**config.mk**
```make
export PLATFORM = sky130hd
export DESIGN_NAME = axil_ctrl_regs
export DESIGN_NICKNAME = d
export VERILOG_FILES = /design/src/rtl/axil_ctrl_regs.sv
export SDC_FILE = /design/constraint.sdc
export NUM_CORES = 1
export LEC_CHECK = 0
export BUFFER_PORTS_ARGS = -buffer_cell sky130_fd_sc_hd__buf_2
export CAP_MARGIN = 20
export CORE_ASPECT_RATIO = 0.7
export CORE_MARGIN = 2
export CORE_UTILIZATION = 45
export DETAILED_ROUTE_END_ITERATION = 6
export PLACE_DENSITY = 0.7
export SKIP_CTS_REPAIR_TIMING = 1
export SLEW_MARGIN = 20
export SYNTH_ARGS = -nofsm -noshare
export SYNTH_HDL_FRONTEND = slang
export SYNTH_SLANG_ARGS = --single-unit
```
**constraint.sdc**
```tcl
create_clock -name S_AXI_ACLK -period 2.9 [get_ports S_AXI_ACLK]
set_input_delay 0 -clock S_AXI_ACLK [delete_from_list [all_inputs] [get_ports S_AXI_ACLK]]
set_output_delay 0 -clock S_AXI_ACLK [all_outputs]
set_load 0.005 [all_outputs]
```
**src/rtl/axil_ctrl_regs.sv**
```systemverilog
// axil_ctrl_regs: AXI4-Lite slave register file for the HPU control plane.
// Holds CTRL (matw/run/last), a live STATUS word and NUM_PARAM parameters.
//
// Ports:
//   S_AXI_ACLK, S_AXI_ARESETN   clock, async active-low reset
//   S_AXI_AW*/W*/B*             AXI-Lite write address, data, response
//   S_AXI_AR*/R*                AXI-Lite read address, data
//   status_i                    live status word, returned at index 1
//   matw_clr_i                  pulse clearing CTRL[0] (software wins)
//   matw_o, run_o, last_o       CTRL[0], CTRL[1], CTRL[2]
//   run_start_o                 one-cycle pulse after run_o rises
//   param_o                     PARAM k at bits [32k+31:32k]
module axil_ctrl_regs #(
    parameter int ADDR_W    = 12,
    parameter int NUM_PARAM = 4
) (
    input  logic                    S_AXI_ACLK,
    input  logic                    S_AXI_ARESETN,
    input  logic [ADDR_W-1:0]       S_AXI_AWADDR,
    input  logic                    S_AXI_AWVALID,
    output logic                    S_AXI_AWREADY,
    input  logic [31:0]             S_AXI_WDATA,
    input  logic [3:0]              S_AXI_WSTRB,
    input  logic                    S_AXI_WVALID,
    output logic                    S_AXI_WREADY,
    output logic [1:0]              S_AXI_BRESP,
    output logic                    S_AXI_BVALID,
    input  logic                    S_AXI_BREADY,
    input  logic [ADDR_W-1:0]       S_AXI_ARADDR,
    input  logic                    S_AXI_ARVALID,
    output logic                    S_AXI_ARREADY,
    output logic [31:0]             S_AXI_RDATA,
    output logic [1:0]              S_AXI_RRESP,
    output logic                    S_AXI_RVALID,
    input  logic                    S_AXI_RREADY,
    input  logic [31:0]             status_i,
    input  logic                    matw_clr_i,
    output logic                    matw_o,
    output logic                    run_o,
    output logic                    last_o,
    output logic                    run_start_o,
    output logic [NUM_PARAM*32-1:0] param_o
);

    localparam int IDX_W = ADDR_W - 2;
    localparam logic [31:0] IDX_END = 32'(NUM_PARAM + 2);

    typedef enum logic [1:0] {
        W_IDLE,
        W_ADDR,
        W_DATA,
        W_RESP
    } wstate_t;

    typedef enum logic {
        R_IDLE,
        R_DATA
    } rstate_t;

    wstate_t wstate;
    rstate_t rstate;

    logic [IDX_W-1:0] aw_idx_q;
    logic [31:0]      wdata_q;
    logic [3:0]       wstrb_q;
    logic             awready_q;
    logic             wready_q;
    logic             bvalid_q;
    logic [1:0]       bresp_q;

    logic             arready_q;
    logic             rvalid_q;
    logic [31:0]      rdata_q;
    logic [1:0]       rresp_q;

    logic [2:0]       ctrl_q;
    logic [31:0]      param_q [NUM_PARAM];
    logic             run_prev_q;
    logic             run_start_q;

    // Address bits [1:0] are byte offsets inside a word and never decode.
    logic unused_addr_lsb;
    assign unused_addr_lsb = ^{S_AXI_AWADDR[1:0], S_AXI_ARADDR[1:0]};

    // ------------------------------------------------------------
    // Write commit: merges the live channel with whatever half of
    // the transfer was latched earlier (address in W_ADDR, data in
    // W_DATA), so the update lands on the edge of the second half.
    // ------------------------------------------------------------
    logic                 aw_hs;
    logic                 w_hs;
    logic                 wr_commit;
    logic [IDX_W-1:0]     wr_idx;
    logic [31:0]          wr_widx;
    logic [31:0]          wr_data;
    logic [3:0]           wr_strb;
    logic [31:0]          wr_mask;
    logic                 wr_ctrl;
    logic                 wr_ok;
    logic [NUM_PARAM-1:0] wr_param;
    logic [2:0]           ctrl_wval;

    assign aw_hs = S_AXI_AWVALID & awready_q;
    assign w_hs  = S_AXI_WVALID & wready_q;

    always_comb begin
        wr_commit = 1'b0;
        wr_idx    = aw_idx_q;
        wr_data   = wdata_q;
        wr_strb   = wstrb_q;
        unique case (wstate)
            W_IDLE: begin
                wr_commit = aw_hs & w_hs;
                wr_idx    = S_AXI_AWADDR[ADDR_W-1:2];
                wr_data   = S_AXI_WDATA;
                wr_strb   = S_AXI_WSTRB;
            end
            W_ADDR: begin
                wr_commit = w_hs;
                wr_data   = S_AXI_WDATA;
                wr_strb   = S_AXI_WSTRB;
            end
            W_DATA: begin
                wr_commit = aw_hs;
                wr_idx    = S_AXI_AWADDR[ADDR_W-1:2];
            end
            W_RESP: begin
                wr_commit = 1'b0;
            end
        endcase
    end

    always_comb begin
        wr_mask = '0;
        for (int b = 0; b < 4; b++) begin
            wr_mask[8*b +: 8] = {8{wr_strb[b]}};
        end
    end

    assign wr_widx = 32'(wr_idx);

    // STATUS (index 1) and anything past the last PARAM are errors.
    assign wr_ok = (wr_widx == 32'd0) ||
                   ((wr_widx >= 32'd2) && (wr_widx < IDX_END));

    assign wr_ctrl = wr_commit && (wr_widx == 32'd0);

    always_comb begin
        wr_param = '0;
        for (int k = 0; k < NUM_PARAM; k++) begin
            wr_param[k] = wr_commit && (wr_widx == 32'(k + 2));
        end
    end

    assign ctrl_wval = (ctrl_q & ~wr_mask[2:0]) |
                       (wr_data[2:0] & wr_mask[2:0]);

    // ------------------------------------------------------------
    // Write FSM
    // ------------------------------------------------------------
    always_ff @(posedge S_AXI_ACLK or negedge S_AXI_ARESETN) begin
        if (!S_AXI_ARESETN) begin
            wstate    <= W_IDLE;
            awready_q <= 1'b1;
            wready_q  <= 1'b1;
            bvalid_q  <= 1'b0;
            bresp_q   <= 2'b00;
            aw_idx_q  <= '0;
            wdata_q   <= '0;
            wstrb_q   <= '0;
        end else begin
            unique case (wstate)
                W_IDLE: begin
                    if (aw_hs && w_hs) begin
                        wstate    <= W_RESP;
                        awready_q <= 1'b0;
                        wready_q  <= 1'b0;
                    end else if (aw_hs) begin
                        wstate    <= W_ADDR;
                        awready_q <= 1'b0;
                        aw_idx_q  <= S_AXI_AWADDR[ADDR_W-1:2];
                    end else if (w_hs) begin
                        wstate    <= W_DATA;
                        wready_q  <= 1'b0;
                        wdata_q   <= S_AXI_WDATA;
                        wstrb_q   <= S_AXI_WSTRB;
                    end
                end
                W_ADDR: begin
                    if (w_hs) begin
                        wstate   <= W_RESP;
                        wready_q <= 1'b0;
                    end
                end
                W_DATA: begin
                    if (aw_hs) begin
                        wstate    <= W_RESP;
                        awready_q <= 1'b0;
                    end
                end
                W_RESP: begin
                    if (S_AXI_BREADY) begin
                        wstate    <= W_IDLE;
                        bvalid_q  <= 1'b0;
                        awready_q <= 1'b1;
                        wready_q  <= 1'b1;
                    end
                end
            endcase
            if (wr_commit) begin
                bvalid_q <= 1'b1;
                bresp_q  <= wr_ok ? 2'b00 : 2'b10;
            end
        end
    end

    // ------------------------------------------------------------
    // Register file. A committing CTRL write overrides matw_clr_i.
    // ------------------------------------------------------------
    always_ff @(posedge S_AXI_ACLK or negedge S_AXI_ARESETN) begin
        if (!S_AXI_ARESETN) begin
            ctrl_q <= 3'b000;
        end else if (wr_ctrl) begin
            ctrl_q <= ctrl_wval;
        end else if (matw_clr_i) begin
            ctrl_q[0] <= 1'b0;
        end
    end

    always_ff @(posedge S_AXI_ACLK or negedge S_AXI_ARESETN) begin
        if (!S_AXI_ARESETN) begin
            for (int k = 0; k < NUM_PARAM; k++) begin
                param_q[k] <= '0;
            end
        end else begin
            for (int k = 0; k < NUM_PARAM; k++) begin
                if (wr_param[k]) begin
                    param_q[k] <= (param_q[k] & ~wr_mask) |
                                  (wr_data & wr_mask);
                end
            end
        end
    end

    // run_start fires one cycle after run_o is first seen high.
    always_ff @(posedge S_AXI_ACLK or negedge S_AXI_ARESETN) begin
        if (!S_AXI_ARESETN) begin
            run_prev_q  <= 1'b0;
            run_start_q <= 1'b0;
        end else begin
            run_prev_q  <= ctrl_q[1];
            run_start_q <= ctrl_q[1] & ~run_prev_q;
        end
    end

    // ------------------------------------------------------------
    // Read decode. Uses current register state, so a read on the
    // same edge as a write commit returns the pre-write value.
    // ------------------------------------------------------------
    logic [31:0] rd_widx;
    logic        rd_is_ctrl;
    logic        rd_is_stat;
    logic        rd_is_param;
    logic [31:0] rd_param;
    logic [31:0] rd_data;
    logic [1:0]  rd_resp;

    assign rd_widx     = 32'(S_AXI_ARADDR[ADDR_W-1:2]);
    assign rd_is_ctrl  = (rd_widx == 32'd0);
    assign rd_is_stat  = (rd_widx == 32'd1);
    assign rd_is_param = (rd_widx >= 32'd2) && (rd_widx < IDX_END);

    always_comb begin
        rd_param = '0;
        for (int k = 0; k < NUM_PARAM; k++) begin
            if (rd_widx == 32'(k + 2)) begin
                rd_param = param_q[k];
            end
        end
    end

    always_comb begin
        rd_data = '0;
        rd_resp = 2'b00;
        unique case (1'b1)
            rd_is_ctrl:  rd_data = {29'd0, ctrl_q};
            rd_is_stat:  rd_data = status_i;
            rd_is_param: rd_data = rd_param;
            default:     rd_resp = 2'b10;
        endcase
    end

    // ------------------------------------------------------------
    // Read FSM
    // ------------------------------------------------------------
    always_ff @(posedge S_AXI_ACLK or negedge S_AXI_ARESETN) begin
        if (!S_AXI_ARESETN) begin
            rstate    <= R_IDLE;
            arready_q <= 1'b1;
            rvalid_q  <= 1'b0;
            rdata_q   <= '0;
            rresp_q   <= 2'b00;
        end else begin
            unique case (rstate)
                R_IDLE: begin
                    if (S_AXI_ARVALID) begin
                        rstate    <= R_DATA;
                        arready_q <= 1'b0;
                        rvalid_q  <= 1'b1;
                        rdata_q   <= rd_data;
                        rresp_q   <= rd_resp;
                    end
                end
                R_DATA: begin
                    if (S_AXI_RREADY) begin
                        rstate    <= R_IDLE;
                        arready_q <= 1'b1;
                        rvalid_q  <= 1'b0;
                    end
                end
            endcase
        end
    end

    // ------------------------------------------------------------
    // Outputs
    // ------------------------------------------------------------
    assign S_AXI_AWREADY = awready_q;
    assign S_AXI_WREADY  = wready_q;
    assign S_AXI_BVALID  = bvalid_q;
    assign S_AXI_BRESP   = bresp_q;
    assign S_AXI_ARREADY = arready_q;
    assign S_AXI_RVALID  = rvalid_q;
    assign S_AXI_RDATA   = rdata_q;
    assign S_AXI_RRESP   = rresp_q;

    assign matw_o      = ctrl_q[0];
    assign run_o       = ctrl_q[1];
    assign last_o      = ctrl_q[2];
    assign run_start_o = run_start_q;

    for (genvar g = 0; g < NUM_PARAM; g++) begin : g_param
        assign param_o[32*g +: 32] = param_q[g];
    end

endmodule

```
==> metrics.md, run 1 <==
| Metric | Value |
|---|---|
| Outcome | `completed` |
| Final global-route overflow total | `0` |
| CTS tree | `built` |
| Post-Place Setup Slack | `~75 ps` |
| Fin. max-slew vios | `0` |
| Core footprint | `between 20,000 and 25,000 um2` |
| Overall die width | `about 180 um` |
| WS Path Type | `reg -> reg` |
| Slowest CP cell | `or4b_2` |
| Gate Count Post-Synth | `approximately 770` |
| Clock buffer count from CTS | `22` |
| Number of flops mapped to enable cells by yosys | `0` |
| Fin crit share | `between 90% and 100%` |
| Final Hold Violating Endpoints | `0` |
| Drc violations | `0` |
| Max_slew headroom | `between 30% and 40%` |
| Clock skew | `between 10 and 15 ps` |
| Max_cap viols | `0` |
| Via-per-instance ratio | `~5.7` |
| Synth async-reset ratio | `100%` |
| Buffers on Ports | `between 200 and 300` |
| Floorplan row count | `between 40 and 50` |
| First-pass GRT wire length | `roughly 45 mm` |
| First-pass DRT Iterations | `7` |
| Clk slew on worst S/H paths | `around 60 ps` |
| Crit. End Element | `flop` |
| ANT nets after route | `0` |
| Skew-Pair Late Insertion Delay | `around 500 ps` |
| Final number of setup-violating endpoints | `0` |
| Post-Route WL | `~31 mm` |
| Hold Crit Class | `in -> reg` |
| Root buffer cell | `clkbuf_16` |
| P_leak | `between 7 and 8 nW` |
| #FFs+latches synth | `221` |
| Dominant synthesized flop cell | `dfrtp_1` |
| GR Util All Layers | `24.6%` |
| Critical path required time | `roughly 3300 ps` |
| Io pins | `roughly 270` |
| Initial antenna violation count | `1` |
| Vias in the first global route | `about 7.5k` |
| Detailed Place HPWL | `roughly 20 mm` |
| Layout Nets | `~1.2k` |
| Routed via count | `~8.1k` |
| Distinct cells, synth | `48` |
| Data arrival, critical path | `roughly 3100 ps` |
| Worst Slack Setup Final | `168 ps` |
| CP peak stage delay | `between 600 and 700 ps` |
| Die area | `23,900 um2` |
| Synth top area share | `about 54%` |
| Routed WL per cell | `between 20 and 25 um` |
| RSZ-0062 raised after global routing | `no` |
| Synth-to-Final Area Change | `34.5%` |
| Area leader, netlist | `dfrtp_1` |
| Commonest cells in the netlist | `dfrtp_1 (218), mux2_2 (215), o21ai_0 (66)` |
| Starting DRT DRC Count | `around 700` |
| Peak VDD IR | `0.313 mV` |
| Clock tree buffer depth | `3` |
| Htree depth | `1` |
| Design Power | `between 0.006 and 0.007 W` |
| Post-Synthesis Cell Area | `about 10,000 um2` |
| Most numerous cell in the Yosys netlist | `dfrtp_1` |
| Initial Utilization | `a little under half` |
| PwrDens | `474 nW/um2` |
| R2r setup slk | `between 150 and 200 ps` |
| Worst-Margin Slew | `927 ps` |
| GPL Wtd Cong | `between 0.8 and 0.9` |
| Mean post-synth cell area | `13.3 um2` |
| Fmax | `approximately 370 MHz` |
| Die H | `130 um` |
| Core Util, Final | `between 60 and 70%` |
| Worst path buffer plus inverter count | `2` |
| Setup TNS | `0 ps` |
| CTS sink cnt | `221` |
| Synth warnings | `0` |
| Final min period | `around 2700 ps` |
| Area contributors post-synth | `dfrtp_1 (54%), mux2_2 (24%), o21ai_0 (3.2%), a222oi_1 (3.0%), a21o_1 (2.3%)` |
| Largest net degree at the start of global routing | `99` |
| Seq/Total Area, Yosys | `~54%` |
| CP max FO | `8` |
| Layout cells sized above 1 | `about half` |
| Startpoint types | `flop` |
| Crit-path leading delay family | `simple AND/OR/NAND/NOR gates` |
| Worst path cell trace | `inv_1 > ha_1 > or4b_2 > o21ai_0 > and3_2 > and3_1 > buf_12 > mux2_2` |
routing by layer:
| metal | wire [um] | up-vias | part of all wire (%) | GRT usage [%] |
|---|---|---|---|---|
| li1 | - | 3616 | - | - |
| met1 | 13800 | 4091 | 44 | 34.7 |
| met2 | 14200 | 397 | 46 | 39.4 |
| met3 | 2660 | 35 | 8.6 | 6.34 |
| met4 | 372 | 0 | 1.2 | 3.44 |
| met5 | 0 | - | 0 | 0 |
layout make-up:
cell class	count	area, um2
inverter	10	37.5
clock buffer	31	636
multi-input combinational	489	4460
clock inverter	9	126
tap	288	360
sequential	221	5530
timing repair buffer	382	2540
antenna	1	2.50
fill	1816	8750
cells by family after synthesis:
group / count (synthesis) / share of synthesized area [%]
other: 1 / 0.0368
XOR/XNOR: 1 / 0.0860
buffers and inverters: 57 / 2.33
flip-flops: 221 / 54.3
adder cells (fa/ha/maj): 6 / 0.737
AND/OR/NAND/NOR: 80 / 5.75
AO/OA/AOI/OAI: 179 / 12.3
multiplexers: 221 / 24.4
worst paths after layout:
| path | end | depth (start not counted) | startpoint |
|---|---|---|---|
| setup / recovery | flop | 8 | wstate[0] |
| hold reg to reg | run_start_o | 1 | run_prev_q |
| setup reg to reg | flop | 8 | wstate[0] |
| hold / removal | S_AXI_BRESP[1] | 4 | S_AXI_WVALID |
| min in group asynchronous | wdata_q[18] | 2 | S_AXI_ARESETN |
| max in group asynchronous | S_AXI_AWREADY | 3 | S_AXI_ARESETN |
report_power, final:
group | total (W) | switching [W] | internal (W)
logic | 0.000392 | 0.000213 | 0.000178
clock network | 0.00300 | 0.00120 | 0.00180
registers | 0.00310 | 0.00000770 | 0.00309
total | 0.00650 | 0.00142 | 0.00507
placed cells by master, fill, tap and decap left out, types with 7 or more instances in the layout:
master         count
a21o_1            31
a21oi_1            7
a222oi_1          31
a22oi_1           28
buf_12             9
buf_2            265
buf_4             20
clkbuf_16         23
dfrtp_1          218
dlygate4sd3_1     87
inv_1             10
mux2_2           215
nand2_1           13
nand3_1            7
nand3_4           12
nor2_1            11
o21ai_0           66
worst reg2reg max path, cell delays in order, from the launching register on:
cell and delay, ps:
dfrtp_1 420, inv_1 100, ha_1 260, or4b_2 640, o21ai_0 130, and3_2 340, and3_1 250, buf_12 140
mux2_2 330
through the flow:
step	instances	instance area, um2	hold WS, ps
CTS	1343	12800	-432
detailed placement	1303	12100	106
global placement	1303	12100	103
global route	1430	13700	29.5
finish	1431	13700	34.1
floorplan	767	10200	-296
(Power assumes the default switching activity.)
==> run 2, diff against run 1 <==
--- a/config.mk
+++ b/config.mk
@@ -6,5 +6,4 @@
 export NUM_CORES = 1
 export LEC_CHECK = 0
-export BUFFER_PORTS_ARGS = -buffer_cell sky130_fd_sc_hd__buf_2
 export CAP_MARGIN = 20
 export CORE_ASPECT_RATIO = 0.7
@@ -12,5 +11,6 @@
 export CORE_UTILIZATION = 45
 export DETAILED_ROUTE_END_ITERATION = 6
-export PLACE_DENSITY = 0.7
+export DONT_BUFFER_PORTS = 1
+export PLACE_DENSITY = 0.59
 export SKIP_CTS_REPAIR_TIMING = 1
 export SLEW_MARGIN = 20
==> constraint.sdc (replaced) <==
create_clock -name S_AXI_ACLK -period 2.44 [get_ports S_AXI_ACLK]
set_input_delay 0 -clock S_AXI_ACLK [delete_from_list [all_inputs] [get_ports S_AXI_ACLK]]
set_output_delay 0 -clock S_AXI_ACLK [all_outputs]
set_load 0.02 [all_outputs]
==> run 2 against run 1 <==
The flow now finishes with violations (DRC, hold timing, setup timing). Die area unchanged. Global-route usage down 0.12 points. Combinational power down 22%. Clock-buffer cell count up 1. Clock power up 30%. Wire length down 0.57%. Sequential share of layout area up 2.9 points. Register-to-register slack worse by 180 ps. Sequential power up 19%. Clock skew down 4.8 ps. Utilization down 4.0 points. Largest power group is now clock.
==> metrics.md, run 2 (synthesis results as in run 1) <==
| Metric | Value |
|---|---|
| Via-per-instance ratio | `a little over 6` |
| Placed cell area | `10,900 um2` |
| Clock skew | `between 6 and 7 ps` |
| Htree depth | `1` |
| Max_cap viols | `0` |
| Routed via count | `~7.4k` |
| CTS sink cnt | `approximately 220` |
| Core footprint | `between 20,000 and 25,000 um2` |
| Die H | `about 130 um` |
| Buffers on Ports | `0` |
| Final Hold Violating Endpoints | `234` |
| Crit. End Element | `flop` |
| Critical path required time | `2840 ps` |
| P_leak | `a little over 6 nW` |
| Floorplan row count | `46` |
| Initial Utilization | `a little under half` |
| Layout cells sized above 1 | `a little under two fifths` |
| Hold Crit Class | `in -> async` |
| Worst-Margin Slew | `around 900 ps` |
| Core Util, Final | `between 50% and 60%` |
| First-pass DRT Iterations | `7` |
| Overall die width | `between 150 and 200 um` |
| Final number of setup-violating endpoints | `2` |
| Skew-Pair Late Insertion Delay | `a little over 500 ps` |
| WS Path Type | `reg -> reg` |
| Die area | `around 24,000 um2` |
| Clk slew on worst S/H paths | `60 ps` |
| Root buffer cell | `clkbuf_16` |
| Final min period | `2450 ps` |
| Setup TNS | `-13.0 ps` |
| Leading cell type in the layout, fill and taps excluded | `dfrtp_1` |
| CP max FO | `8` |
| Fmax | `roughly 410 MHz` |
| Fin crit share | `100%` |
| Startpoint types | `flop` |
| First-pass GRT wire length | `around 45 mm` |
| # diodes | `0` |
| Max_slew headroom | `between 40% and 50%` |
| Fin. max-slew vios | `0` |
| Worst-case hold slack | `-815 ps` |
| Post-Route WL | `30.8 mm` |
| CTS tree | `built` |
| Io pins | `about 270` |
| Clock buffer count from CTS | `24` |
| Finished Cell Area | `approximately 13,000 um2` |
| ANT nets after route | `0` |
| PwrDens | `a little over 600 nW/um2` |
| Peak VDD IR | `between 0.3 and 0.4 mV` |
| GR Util All Layers | `about a quarter` |
| Largest net degree at the start of global routing | `between 200 and 250` |
| Final global-route overflow total | `0` |
| Routed WL per cell | `25.9 um` |
| Detailed Place HPWL | `around 20 mm` |
| Initial antenna violation count | `0` |
| Failing checks | `DRC, hold timing, setup timing` |
| Synth-to-Final Area Change | `25.6%` |
| Design Power | `between 0.007 and 0.008 W` |
| Starting DRT DRC Count | `546` |
| Layout Nets | `989` |
| Clock tree buffer depth | `3` |
| Vias in the first global route | `between 7k and 8k` |
| Data arrival, critical path | `approximately 2900 ps` |
| Worst Slack Setup Final | `-12.1 ps` |
| Outcome | `finished, violations left` |
| RSZ-0062 raised after global routing | `yes` |
| GPL Wtd Cong | `around 0.83` |
| Drc violations | `2` |
| Commonest cells after routing, fill and taps aside | `dfrtp_1 (217), mux2_2 (194), dlygate4sd3_1 (95), o21ai_0 (65)` |
## run 2: cell count changes in the layout (fill, tap and decap cells not counted), sizes merged
cell / delta
buf: -253
dlygate4sd3: +8
clkbuf: +1
clkinv: +1
clkinvlp: +1
diode: -1
inv: +1
## run 2: per-layer routing
layer	wire, um	track usage [%]
met1	12700	31.8
met2	14200	38.9
met3	3230	8.85
met4	661	6.73
met5	0	0
## run 2: where the power goes
part	internal (W)	switching, W	total [W]
clock	0.00235	0.00154	0.00389
combinational	0.000155	0.000150	0.000305
sequential	0.00368	0.0000195	0.00370
## run 2: path summary, 6_finish.rpt
kind / from / end / slack (ps) / depth (start not counted)
max: wstate[1] / flop / -10 / 8
max in group asynchronous: S_AXI_ARESETN / S_AXI_ARREADY / 2820 / 0
min: S_AXI_ARESETN / wdata_q[5] / -820 / 0
min reg2reg: run_prev_q / run_start_o / 410 / 1
max reg2reg: wstate[1] / flop / -10 / 8
min in group S_AXI_ACLK: S_AXI_ARADDR[3] / S_AXI_RDATA[30] / -40 / 4
## run 2: through the flow
step                      worst slack, ps  instances
final                               -12.1       1189
after CTS                            -111       1089
after floorplan                      -192        767
after global placement              -66.4       1045
after global routing                 -100       1189
after detailed placement            -96.1       1045
## run 2: area by class of cell
type,instances,area (um2)
Tap cell,288,360
Fill cell,1794,9650
Timing Repair Buffer,137,1400
Clock inverter,12,146
Sequential cell,221,5540
Clock buffer,32,702
Inverter,10,37.5
Multi-Input combinational cell,489,4610
## run 2: critical path: stages (launching register included)
cell and delay [ps]:
dfrtp_2 440, ha_4 190, buf_6 110, or4_4 490, o31a_1 170, nor3_4 210
buf_12 190, nand3_4 180, mux2_4 340
==> run 3, diff against run 2 <==
MAX_ROUTING_LAYER = met4   (was unset)
PLACE_DENSITY = unset   (was 0.59)
==> run 3 against run 2 <==
The flow still finishes with violations (DRC, hold timing, setup timing). Non-clock buffer count up 27. Global-route usage increased by 0.057 points. Sequential cell count unchanged. Utilization rose by 0.61 points. Final cell count increased by 2.1%. Final area grew 1.1%. Register-to-register slack about the same. Fmax shrank 0.48%. Clock skew grew 1.7 ps. Sequential share of layout area down 0.46 points. Critical path type unchanged. Largest cell class unchanged.
==> metrics.md, run 3 (synthesis results as in run 1) <==
| Metric | Value |
|---|---|
| Clk slew on worst S/H paths | `about 60 ps` |
| Initial Utilization | `roughly 45%` |
| Worst r2r path cells | `8` |
| Worst-case hold slack | `-804 ps` |
| Clock tree buffer depth | `3` |
| Die area | `about 24,000 um2` |
| Floorplan row count | `46` |
| Final Hold Violating Endpoints | `223` |
| Worst r2r src | `wstate[1]` |
| R2r setup slk | `-20 ps` |
| Fin. max-slew vios | `0` |
| Worst Slack Setup Final | `-23.9 ps` |
| CP max FO | `8` |
| Vias in the first global route | `7,111` |
| Leading cell type in the layout, fill and taps excluded | `dfrtp_1` |
| First-pass GRT wire length | `43.1 mm` |
| Overall die width | `184 um` |
| Commonest cells after routing, fill and taps aside | `dfrtp_1 (217), mux2_2 (179), dlygate4sd3_1 (120), o21ai_0 (65), mux2_4 (36)` |
| WS Path Type | `reg -> reg` |
| Failing checks | `DRC, hold timing, setup timing` |
| Worst path buffer plus inverter count | `2` |
| Drc violations | `7` |
| Layout Nets | `1,015` |
| First-pass DRT Iterations | `7` |
| Layout cells sized above 1 | `36.2%` |
| Data arrival, critical path | `2850 ps` |
| Core Util, Final | `between 50 and 60%` |
| GR Util All Layers | `between 20% and 30%` |
| Root buffer cell | `clkbuf_16` |
| Max_slew headroom | `around 57%` |
| Crit-path leading delay family | `simple AND/OR/NAND/NOR gates` |
| Worst path cell trace | `ha_4 > buf_6 > or4_4 > o31a_1 > nor3_4 > buf_12 > nand3_4 > mux2_4` |
| Routed via count | `between 7k and 8k` |
| Synth-to-Final Area Change | `27.0%` |
| CTS sink cnt | `~220` |
| RSZ-0062 raised after global routing | `yes` |
| Core footprint | `22,400 um2` |
| Worst-Margin Slew | `640 ps` |
| Via-per-instance ratio | `around 6.1` |
| Critical path required time | `2820 ps` |
| Detailed Place HPWL | `around 20 mm` |
| Skew-Pair Late Insertion Delay | `500 ps` |
| Post-Route WL | `31.1 mm` |
| Clock skew | `between 8 and 9 ps` |
| Htree depth | `1` |
| Setup TNS | `-75.1 ps` |
| Routed WL per cell | `approximately 26 um` |
| Startpoint types | `flop` |
| Slowest CP cell | `or4_4` |
| P_leak | `approximately 6.3 nW` |
| ANT nets after route | `0` |
| Hold Crit Class | `in -> async` |
| Die H | `130 um` |
| Final global-route overflow total | `0` |
| Clock buffer count from CTS | `23` |
| GPL Wtd Cong | `roughly 0.83` |
| Buffers on Ports | `0` |
| CTS tree | `built` |
| Peak VDD IR | `between 0.4 and 0.5 mV` |
| Crit. End Element | `flop` |
| Final min period | `approximately 2500 ps` |
| Initial antenna violation count | `1` |
| Outcome | `finished, violations left` |
| Fin crit share | `101%` |
| Final number of setup-violating endpoints | `9` |
| Post-Place Setup Slack | `-147 ps` |
| Fmax | `406 MHz` |
| Io pins | `around 270` |
| Largest net degree at the start of global routing | `between 200 and 250` |
| Max_cap viols | `0` |
| CP peak stage delay | `a little under 500 ps` |
| Starting DRT DRC Count | `about 620` |
| PwrDens | `a little under 600 nW/um2` |
[run 3: worst max-delay path by stage]
stage,start,to,slack [ps],depth (start not counted)
final,wstate[1],flop,-20,8
after global routing,wstate[0],flop,-100,9
after floorplan,wstate[0],flop,-190,7
after CTS,wstate[1],flop,-160,9
after global placement,wstate[1],flop,-80,9
after detailed placement,wstate[1],flop,-150,9
[run 3: where the power goes]
part / internal (W) / total (W) / switching (W)
clock network: 0.00204 / 0.00347 / 0.00143
logic: 0.000151 / 0.000293 / 0.000143
registers: 0.00368 / 0.00370 / 0.0000209
[run 3: worst register-to-register path, cell delays in order, from the launching register on]
cell	delay (ps)
dfrtp_2	440
ha_4	180
buf_6	110
or4_4	490
o31a_1	170
nor3_4	210
buf_12	190
nand3_4	200
mux2_4	360
[run 3: metrics by stage]
step / cell area (um2) / power, W / std cells / hold slack, ps
6_report: 12900 / 0.00746 / 1214 / -804
5_1_grt: 12900 / 0.00769 / 1214 / -826
4_1_cts: 11600 / 0.00740 / 1090 / -825
3_5_place_dp: 10800 / 0.00392 / 1049 / -291
3_3_place_gp: 10800 / 0.00391 / 1049 / -289
2_1_floorplan: 10300 / 0.00388 / 767 / -296
[run 3: metal layers]
metal | part of all wire, % | track usage, % | wire length [um] | vias up
met1 | 43 | 31.3 | 13300 | 3802
met3 | 9.8 | 8.40 | 3040 | 50
met4 | 2.0 | 5.88 | 632 | 0
li1 | - | - | - | 3197
met2 | 45 | 37.8 | 14100 | 390
met5 | 0 | - | 0 | -
[run 3: layout make-up]
class                   instances  area (um2)
inverters                      10        37.5
repair buffers                164        1600
diodes                          1        2.50
multi-input cells             489        4660
clock inverters                 8        90.1
flip-flops and latches        221        5540
fillers                      1765        9520
clock buffers                  33         643
well taps                     288         360
